[src/rtl/shadow_chain_collector.sv]
// shadow_chain_collector: root receiver for the shadow-capture dump chains.
// Deserializes each serial chain into tagged words, arbitrates the per-chain
// holding registers round-robin into a show-ahead FIFO, and stalls a chain
// while its holding register is occupied.
module shadow_chain_collector #(
  parameter int CHAINS        = 1,
  parameter int WORD_WIDTH    = 8,
  parameter int FIFO_DEPTH    = 16,
  parameter int COUNTER_WIDTH = 12,
  localparam int ID_W = (CHAINS > 1) ? $clog2(CHAINS) : 1,
  localparam int NB_W = $clog2(WORD_WIDTH) + 1
) (
  input  logic                     clk,
  input  logic                     rst_n,
  input  logic                     start,
  input  logic [CHAINS-1:0]        chains_in,
  input  logic [CHAINS-1:0]        chains_in_vld,
  input  logic [CHAINS-1:0]        chains_in_done,
  output logic [CHAINS-1:0]        dump_en,
  output logic                     busy,
  output logic                     done,
  output logic [COUNTER_WIDTH-1:0] bit_count,
  output logic                     out_valid,
  input  logic                     out_ready,
  output logic [WORD_WIDTH-1:0]    out_data,
  output logic [ID_W-1:0]          out_chain,
  output logic [NB_W-1:0]          out_bits
);

  localparam int PTR_W = $clog2(FIFO_DEPTH);
  localparam int OCC_W = PTR_W + 1;

  typedef enum logic {IDLE, DUMP} state_t;

  typedef struct packed {
    logic [WORD_WIDTH-1:0] data;
    logic [ID_W-1:0]       chain;
    logic [NB_W-1:0]       nb;
  } entry_t;

  state_t state_q, state_d;

  logic [WORD_WIDTH-1:0]    sr_q [CHAINS];
  logic [WORD_WIDTH-1:0]    sr_d [CHAINS];
  logic [WORD_WIDTH-1:0]    sr_ins [CHAINS];
  logic [NB_W-1:0]          cnt_q [CHAINS];
  logic [NB_W-1:0]          cnt_d [CHAINS];
  logic [WORD_WIDTH-1:0]    hold_data_q [CHAINS];
  logic [WORD_WIDTH-1:0]    hold_data_d [CHAINS];
  logic [NB_W-1:0]          hold_nb_q [CHAINS];
  logic [NB_W-1:0]          hold_nb_d [CHAINS];
  logic [CHAINS-1:0]        hold_vld_q, hold_vld_d;
  logic [CHAINS-1:0]        done_seen_q, done_seen_d;
  logic [CHAINS-1:0]        cnt_nonzero;
  logic [ID_W-1:0]          rr_q, rr_d;
  logic [COUNTER_WIDTH-1:0] bit_count_q, bit_count_d;

  entry_t                   mem_q [FIFO_DEPTH];
  entry_t                   mem_d [FIFO_DEPTH];
  logic [PTR_W-1:0]         wr_q, wr_d, rd_q, rd_d;
  logic [OCC_W-1:0]         occ_q, occ_d;

  logic                     grant_vld;
  logic [ID_W-1:0]          grant_idx;
  logic                     push, pop;
  logic                     all_clear;
  logic [COUNTER_WIDTH:0]   bit_sum;
  int                       n_acc;

  // State register for the IDLE/DUMP controller.
  always_ff @(posedge clk or negedge rst_n) begin
    if (!rst_n) state_q <= IDLE;
    else        state_q <= state_d;
  end

  // Dump finishes once every chain reported done and nothing is left in flight.
  always_comb begin
    for (int c = 0; c < CHAINS; c++) cnt_nonzero[c] = (cnt_q[c] != '0);
    all_clear = (&done_seen_q) & ~(|cnt_nonzero) & ~(|hold_vld_q);
  end

  // Next-state logic: start only matters in IDLE.
  always_comb begin
    state_d = state_q;
    case (state_q)
      IDLE:    if (start)     state_d = DUMP;
      DUMP:    if (all_clear) state_d = IDLE;
      default: state_d = IDLE;
    endcase
  end

  // Controller outputs; a chain shifts only while its hold register is free.
  always_comb begin
    busy    = (state_q == DUMP);
    done    = 1'b0;
    dump_en = '0;
    if (state_q == DUMP) begin
      dump_en = ~done_seen_q & ~hold_vld_q;
      done    = all_clear;
    end
  end

  // Current shift register with the incoming bit ORed in at position cnt.
  always_comb begin
    for (int c = 0; c < CHAINS; c++)
      sr_ins[c] = sr_q[c] | (WORD_WIDTH'(chains_in[c]) << cnt_q[c]);
  end

  // Round-robin pick of the first occupied hold register at or after rr.
  always_comb begin
    grant_vld = 1'b0;
    grant_idx = '0;
    for (int k = 0; k < CHAINS; k++) begin
      if (!grant_vld && hold_vld_q[(int'(rr_q) + k) % CHAINS]) begin
        grant_vld = 1'b1;
        grant_idx = ID_W'((int'(rr_q) + k) % CHAINS);
      end
    end
  end

  assign push = grant_vld & (occ_q != OCC_W'(FIFO_DEPTH));
  assign pop  = (occ_q != '0) & out_ready;

  // Per-chain deserializer, done tracking, partial flush and bit counting.
  always_comb begin
    sr_d        = sr_q;
    cnt_d       = cnt_q;
    hold_data_d = hold_data_q;
    hold_nb_d   = hold_nb_q;
    hold_vld_d  = hold_vld_q;
    done_seen_d = done_seen_q;
    rr_d        = rr_q;
    bit_count_d = bit_count_q;
    n_acc       = 0;
    bit_sum     = '0;
    if (state_q == IDLE && start) begin
      for (int c = 0; c < CHAINS; c++) begin
        sr_d[c]  = '0;
        cnt_d[c] = '0;
      end
      done_seen_d = '0;
      bit_count_d = '0;
      rr_d        = '0;
    end else if (state_q == DUMP) begin
      for (int c = 0; c < CHAINS; c++) begin
        if (dump_en[c] && chains_in_vld[c]) begin
          n_acc = n_acc + 1;
          if (cnt_q[c] == NB_W'(WORD_WIDTH - 1)) begin
            hold_data_d[c] = sr_ins[c];
            hold_nb_d[c]   = NB_W'(WORD_WIDTH);
            hold_vld_d[c]  = 1'b1;
            cnt_d[c]       = '0;
            sr_d[c]        = '0;
          end else begin
            sr_d[c]  = sr_ins[c];
            cnt_d[c] = cnt_q[c] + 1'b1;
          end
        end else if (done_seen_q[c] && cnt_nonzero[c] && !hold_vld_q[c]) begin
          hold_data_d[c] = sr_q[c];
          hold_nb_d[c]   = cnt_q[c];
          hold_vld_d[c]  = 1'b1;
          cnt_d[c]       = '0;
          sr_d[c]        = '0;
        end
        if (chains_in_done[c]) done_seen_d[c] = 1'b1;
      end
      bit_sum = {1'b0, bit_count_q} + (COUNTER_WIDTH + 1)'(n_acc);
      bit_count_d = bit_sum[COUNTER_WIDTH] ? '1 : bit_sum[COUNTER_WIDTH-1:0];
    end
    if (push) begin
      hold_vld_d[grant_idx] = 1'b0;
      rr_d = (grant_idx == ID_W'(CHAINS - 1)) ? '0 : grant_idx + 1'b1;
    end
  end

  // Per-chain registers and counters.
  always_ff @(posedge clk or negedge rst_n) begin
    if (!rst_n) begin
      for (int c = 0; c < CHAINS; c++) begin
        sr_q[c]        <= '0;
        cnt_q[c]       <= '0;
        hold_data_q[c] <= '0;
        hold_nb_q[c]   <= '0;
      end
      hold_vld_q  <= '0;
      done_seen_q <= '0;
      rr_q        <= '0;
      bit_count_q <= '0;
    end else begin
      sr_q        <= sr_d;
      cnt_q       <= cnt_d;
      hold_data_q <= hold_data_d;
      hold_nb_q   <= hold_nb_d;
      hold_vld_q  <= hold_vld_d;
      done_seen_q <= done_seen_d;
      rr_q        <= rr_d;
      bit_count_q <= bit_count_d;
    end
  end

  // FIFO pointer and storage update; runs regardless of controller state.
  always_comb begin
    mem_d = mem_q;
    wr_d  = wr_q;
    rd_d  = rd_q;
    occ_d = occ_q;
    if (push) begin
      mem_d[wr_q] = '{data: hold_data_q[grant_idx], chain: grant_idx,
                      nb: hold_nb_q[grant_idx]};
      wr_d = wr_q + 1'b1;
    end
    if (pop) rd_d = rd_q + 1'b1;
    occ_d = occ_q + OCC_W'(push) - OCC_W'(pop);
  end

  // FIFO registers.
  always_ff @(posedge clk or negedge rst_n) begin
    if (!rst_n) begin
      for (int i = 0; i < FIFO_DEPTH; i++) mem_q[i] <= '0;
      wr_q  <= '0;
      rd_q  <= '0;
      occ_q <= '0;
    end else begin
      mem_q <= mem_d;
      wr_q  <= wr_d;
      rd_q  <= rd_d;
      occ_q <= occ_d;
    end
  end

  // Show-ahead head presentation, forced to zero while the FIFO is empty.
  always_comb begin
    out_valid = (occ_q != '0);
    out_data  = out_valid ? mem_q[rd_q].data  : '0;
    out_chain = out_valid ? mem_q[rd_q].chain : '0;
    out_bits  = out_valid ? mem_q[rd_q].nb    : '0;
  end

  assign bit_count = bit_count_q;

endmodule

[config.mk]
export PLATFORM = sky130hd
export DESIGN_NAME = shadow_chain_collector
export DESIGN_NICKNAME = d
export VERILOG_FILES = /design/src/rtl/shadow_chain_collector.sv
export SDC_FILE = /design/constraint.sdc
export NUM_CORES = 1
export LEC_CHECK = 0
export BUFFER_PORTS_ARGS = -buffer_cell sky130_fd_sc_hd__buf_4
export CORE_MARGIN = 5
export CORE_UTILIZATION = 45
export DETAILED_ROUTE_END_ITERATION = 12
export PLACE_DENSITY = 0.63
export SYNTH_ARGS = -nofsm -noshare
export SYNTH_HDL_FRONTEND = slang
export SYNTH_SLANG_ARGS = --single-unit
export TNS_END_PERCENT = 20
[constraint.sdc]
create_clock -name clk -period 2.77 [get_ports clk]
set_input_delay 0.554 -clock clk [delete_from_list [all_inputs] [get_ports clk]]
set_output_delay 0.554 -clock clk [all_outputs]
set_load 0.005 [all_outputs]
# [Yosys cells after proc, flatten, opt, wreduce, memory -nomap -nowiden]
# Cells that the tools add are included.
[op_classes] shift=1 order_cmp=3 reduce_logical=18 n_addsub=6 n_bitwise=13 n_eq_ne=5 muxes=46
[op_table] operator="bitwise mux 208 bit" count=1
[op_table] operator="two-way mux 8 bit" count=9
[op_table] operator="two-way mux 13 bit" count=5
[op_table] operator="binary-select mux 13 bit (select 4 bit)" count=1
[op_table] operator="demux 13 bit (select 4 bit)" count=1
[op_table] operator="two-way mux 12 bit" count=3
[op_table] operator="two-way mux 4 bit" count=9
[op_table] operator="two-way mux 1 bit" count=16
[op_table] operator="adder 12 x 13 -> 13 bit" count=1
[op_table] operator="adder 4 x 1 -> 4 bit, second input constant" count=3
[op_table] operator=">= comparator 5 bit, second input constant" count=2
[op_table] operator="inverter 4 -> 5 bit" count=2
[op_table] operator="OR 8 bit" count=1
[op_table] operator="AND reduction 4 bit" count=2
[op_table] operator="nonzero test 2 bit" count=4
[op_table] operator="<< shifter 1 x 4 -> 8 bit" count=1
[op_table] operator="nonzero test 3 bit" count=2
[op_table] operator="adder 5 x 1 -> 5 bit" count=1
[op_table] operator="AND 1 bit" count=5
[op_table] operator="logical AND 1 bit" count=5
[op_table] operator="< comparator 5 x 1 -> 1 bit, second input constant" count=1
[op_table] operator="!= test 5 bit, second input constant" count=1
[op_table] operator="inverter 1 bit" count=5
[op_table] operator="nonzero test 5 bit" count=1
[op_table] operator="other kinds (9)" count=10
[word_totals] inputBits=7 ff_bits=260 output_inout_bits=29 wordCells=151

# [Logic depth before layout (Yosys ltp)]
[depth] depth_word=11 ltp_mapped=14 ltp_nobuf=14

# [Worst setup path before layout]
# OpenSTA, ideal clock, no wires.
[synth_timing] kind="input to register" from="in chains_in_vld" to="reg bit_count_q[2], in the netlist bit_count[2]" cell_stages=11 setup_ps=126 required_time_ps=2644 slack_ps=191 path_buffers=3 arrival_ps=2453 cell_sequence="nand4bb_1 -> clkbuf_1 -> clkinv_1 -> ha_1 -> ha_1 -> and2_1 -> and3_1 -> clkbuf_1 -> and2_1 -> buf_2 -> a221o_1"
[synth_between] elab_chain_len=8
[synth_lines] item="start: declaration" line="17" source="input logic [CHAINS-1:0] chains_in_vld,"
[synth_lines] item="logical AND 1 bit" line="146" source="if (dump_en[c] && chains_in_vld[c]) begin"
[synth_lines] item="two-way mux 1 bit" line="146"
[synth_lines] item="two-way mux 13 bit" line="144" source="end else if (state_q == DUMP) begin"
[synth_lines] item="two-way mux 13 bit" line="136" source="if (state_q == IDLE && start) begin"
[synth_lines] item="adder 12 x 13 -> 13 bit" line="167" source="bit_sum = {1'b0, bit_count_q} + (COUNTER_WIDTH + 1)'(n_acc);"
[synth_lines] item="two-way mux 12 bit" line="168" source="bit_count_d = bit_sum[COUNTER_WIDTH] ? '1 : bit_sum[COUNTER_WIDTH-1:0];"
[synth_lines] item="two-way mux 12 bit" line="144"
[synth_lines] item="two-way mux 12 bit" line="136"
[synth_lines] item="end signal: assignment" line="197" source="bit_count_q <= bit_count_d;"
[synth_lines] item="end: declaration" line="56" source="logic [COUNTER_WIDTH-1:0] bit_count_q, bit_count_d;"
# No other way between the ends. The select of a mux whose other input is x is not followed.
# A chain may end at the register's enable or synchronous reset.

# [Worst setup path in the final report]
[layout_timing] from="reg rd_q[1]" to="out out_bits[1]"
[layout_between] elab_chain_len=5
[layout_lines] item="start: declaration" line="60" source="logic [PTR_W-1:0] wr_q, wr_d, rd_q, rd_d;"
[layout_lines] item="start signal: assignment" line="226" source="rd_q <= rd_d;"
[layout_lines] item="inverter 4 -> 5 bit (not written as such)" line="236" source="out_bits = out_valid ? mem_q[rd_q].nb : '0;"
[layout_lines] item="binary-select mux 13 bit (select 4 bit)" line="236"
[layout_lines] item="two-way mux 13 bit (not written as such) (2 in a row)" line="236"
[layout_lines] item="two-way mux 4 bit" line="236"
[layout_lines] item="end: declaration" line="27" source="output logic [NB_W-1:0] out_bits"
# No other way between the ends. The select of a mux whose other input is x is not followed.

==> out/metrics.csv <==
stage,metric,value,unit
floorplanning,start_util,45.3,%
placed_design,io_buffer_count,34,
sta,setup_viol,12,
synth,syn_nets,818,
cells_and_area,nets,850,
cells_and_area,drive_gt1_share,47.1,%
floorplanning,die_h,171,µm
cells_and_area,fill_cells,2133,
routing,drc_errors,0,
sta,grt_setup_unrepaired,true,
synth,ys_warn_count,0,
cts,cts_hold_buf,0,
synth,yosysUniqueCellTypes,61,
routing,drtIter0Drc,302,
pwr,ir_drop,0.000463,V
sta,hold_viol,0,
cts,cts_max_path_buffers,3,
floorplanning,placementRows,59,
cts,cts_sinks,244,
critical_path,cp.required,2.22,ns
pwr,seq_power_share,38.9,%
floorplanning,core,0.0258,mm²
grt,grt_max_degree,85,
cells_and_area,utilization,52.2,%
sta,relSlewSlack,52.2,%
synth,synthCells,796,
routing,num_vias,6756,
routing,via_per_inst,5.71,
pwr,p_sw_share,33.3,%
cells_and_area,mostFrequentLayoutCells,"239 x dfrtp_1, 168 x mux2_2, 54 x buf_4",
cells_and_area,area_growth,15.2,%
cells_and_area,num_antenna_cells,0,
cts,cts_buffers,27,
pwr,pwr-share-comb,37.0,%
sta,fmax,344,MHz
grt,grt_pass1_vias,7460,
pwr,intPower,10.2,mW
pwr,clkPwrFrac,24.1,%
sta,finClkSkew,0.0136,ns
routing,routedWlPerCell,21.4,µm
sta,fin_crit,2.91,ns
cts,clk_pin_slew_worst_paths,0.06,ns
synth,synth_area,0.0117,mm²
pwr,finalPower,15.4,mW
grt,grt-ovfl-total,0,
sta,finalMaxSlewViolations,0,
cts,root_buffer,clkbuf_16,
run,maxCapViolations,0,
synth,synth-main-ff-cell,dfrtp_1,
placed_design,hpwl,16.1,mm
synth,synth-edff-count,0,
floorplanning,ios,36,
floorplanning,dieWidth,171,µm
critical_path,worst-path-max-fanout,17,
critical_path,start_kind,flop,
routing,antenna_left,0,
placed_design,routabilityCongestion,0.782,
floorplanning,dieArea,0.0293,mm²
synth,syn_area_per_cell,14.7,µm²
critical_path,worstPathArrival,2.35,ns
sta,worstMarginPinSlew,0.714,ns
grt,grt_pass1_wl,41.9,mm
grt,grt_usage,18.0,%
outcome,failed_checks,negative setup slack,
pwr,p_switching,5.11,mW
cells_and_area,layout_commonest_cell,dfrtp_1,
routing,drt_first_pass_iters,4,
critical_path,worstSetupPathType,flop to output pin,
sta,fin_ws,-0.137,ns
sta,hold_ws,0.0309,ns
synth,seq_area_frac_synth,52.2,%
pwr,p_leak,6.21,nW
grt,antenna_found_initial,0,
cts,htree_levels,1,
outcome,status,finished with violations,
critical_path,cp-end-kind,output pin,
cts,clk_latency,0.53,ns
synth,async_reset_ff_share,100,%
synth,synth.ff_latch_count,244,
pwr,power.density,1140,mW/mm²
worst_hold_path,hp-class,primary input to async pin,
routing,wl,25.4,mm
sta,fin_crit_sh,105,%
cts,tritoncts,done,
flip-flops by register name, indices dropped and copies added, names as in the netlist:
signal,count
mem_q,192
bit_count,12
hold_data_q,8
sr_q,8
occ_q,5
cnt_q,4
hold_nb_q,4
rd_q,4
wr_q,4
busy,1
done_seen_q,1
hold_vld_q,1
stage by stage:
step / cells / area [µm²] / TNS [ns] / setup WS [ns]
2_1_floorplan: 796 / 11700 / 0 / 0.191
3_3_place_gp: 1123 / 12200 / 0 / 0.263
3_5_place_dp: 1123 / 12200 / 0 / 0.211
4_1_cts: 1184 / 13400 / -1.67 / -0.167
5_1_grt: 1184 / 13500 / -2.15 / -0.216
6_report: 1184 / 13500 / -1.18 / -0.137
power by group through the flow:
stage / clock network, mW / registers (mW) / logic, mW
finish: 3.69 / 5.98 / 5.69
CTS: 3.78 / 5.97 / 5.70
floorplan: 0 / 5.34 / 4.13
global placement: 0 / 5.86 / 4.96
detailed placement: 0 / 6.00 / 5.12
global route: 3.93 / 6.16 / 6.16
what timing repair did:
item / CTS / global route
endpoints found under the setup margin: 12 / 13
setup buffers: 8 / 0
pin swaps: 17 / 5
endpoints found under the hold margin: 0 / 0
resized for setup: 27 / 8
gates cloned: 3 / 0
worst max-delay path, stage by stage, from the launching register on:
cell	delay, ns
dfrtp_2	0.49
buf_4	0.19
bufbuf_16	0.31
mux4_2	0.31
mux2i_1	0.22
a211oi_2	0.13
buf_4	0.17
worst paths after layout:
kind / start / end / slack, ns / cells past startpoint
min in group clk: chains_in_done / done_seen_q$_DFFE_PN0P_ / 0.30 / 3
worst max register to register: occ_q[3]$_DFF_PN0_ / occ_q[4]$_DFF_PN0_ / 0.27 / 14
worst min register to register: mem_q[203]$_DFFE_PN0P_ / mem_q[203]$_DFFE_PN0P_ / 0.49 / 1
worst min-delay path: rst_n / mem_q[20]$_DFFE_PN0P_ / 0.03 / 1
max in group asynchronous: rst_n / mem_q[91]$_DFFE_PN0P_ / 1.93 / 2
worst max-delay path: rd_q[1]$_DFFE_PN0P_ / out_bits[1] / -0.14 / 6
kinds of logic after synthesis:
kind of cell,Yosys count,share of synthesized area (%)
adders and majority gates,15,1.67
muxes,254,29.6
other,1,0.0321
DFF,244,52.2
and+or+nand+nor,108,6.40
buffers and inverters,80,3.97
xor gates and xnor gates,16,1.20
AOI/OAI and AO/OA,78,4.93
cell usage after synthesis (14+ instances only):
cell type    n  area, µm²
dfrtp_1    244       6110
mux2_2     168       1890
ha_1        14        175
nor2_1      27        101
a21oi_1     17       85.1
a211oi_1    25        188
mux4_2      48       1080
nand2_1     14       52.6
clkbuf_1    19       71.3
inv_1       15       56.3
mux2_4      20        300
nor2b_1     14       87.6
buf_2       24        120
buf_6       14        158
cell type report:
class	count	area [µm²]	share of cell area (%)
flip-flops and latches	244	6110	45.4
multi-input cells	472	5270	39.1
clock buffers	39	801	5.94
repair buffers	67	679	5.04
well taps	335	419	3.11
clock inverters	11	136	1.01
inverters	16	60.1	0.446
layer usage:
| metal | part of all wire (%) | track usage (%) |
|---|---|---|
| met1 | 44 | 24.9 |
| met5 | 0 | 0 |
| met4 | 1.8 | 4.03 |
| met2 | 51 | 30.7 |
| met3 | 2.9 | 2.34 |
Note: power is estimated with default switching activity, not from simulation.
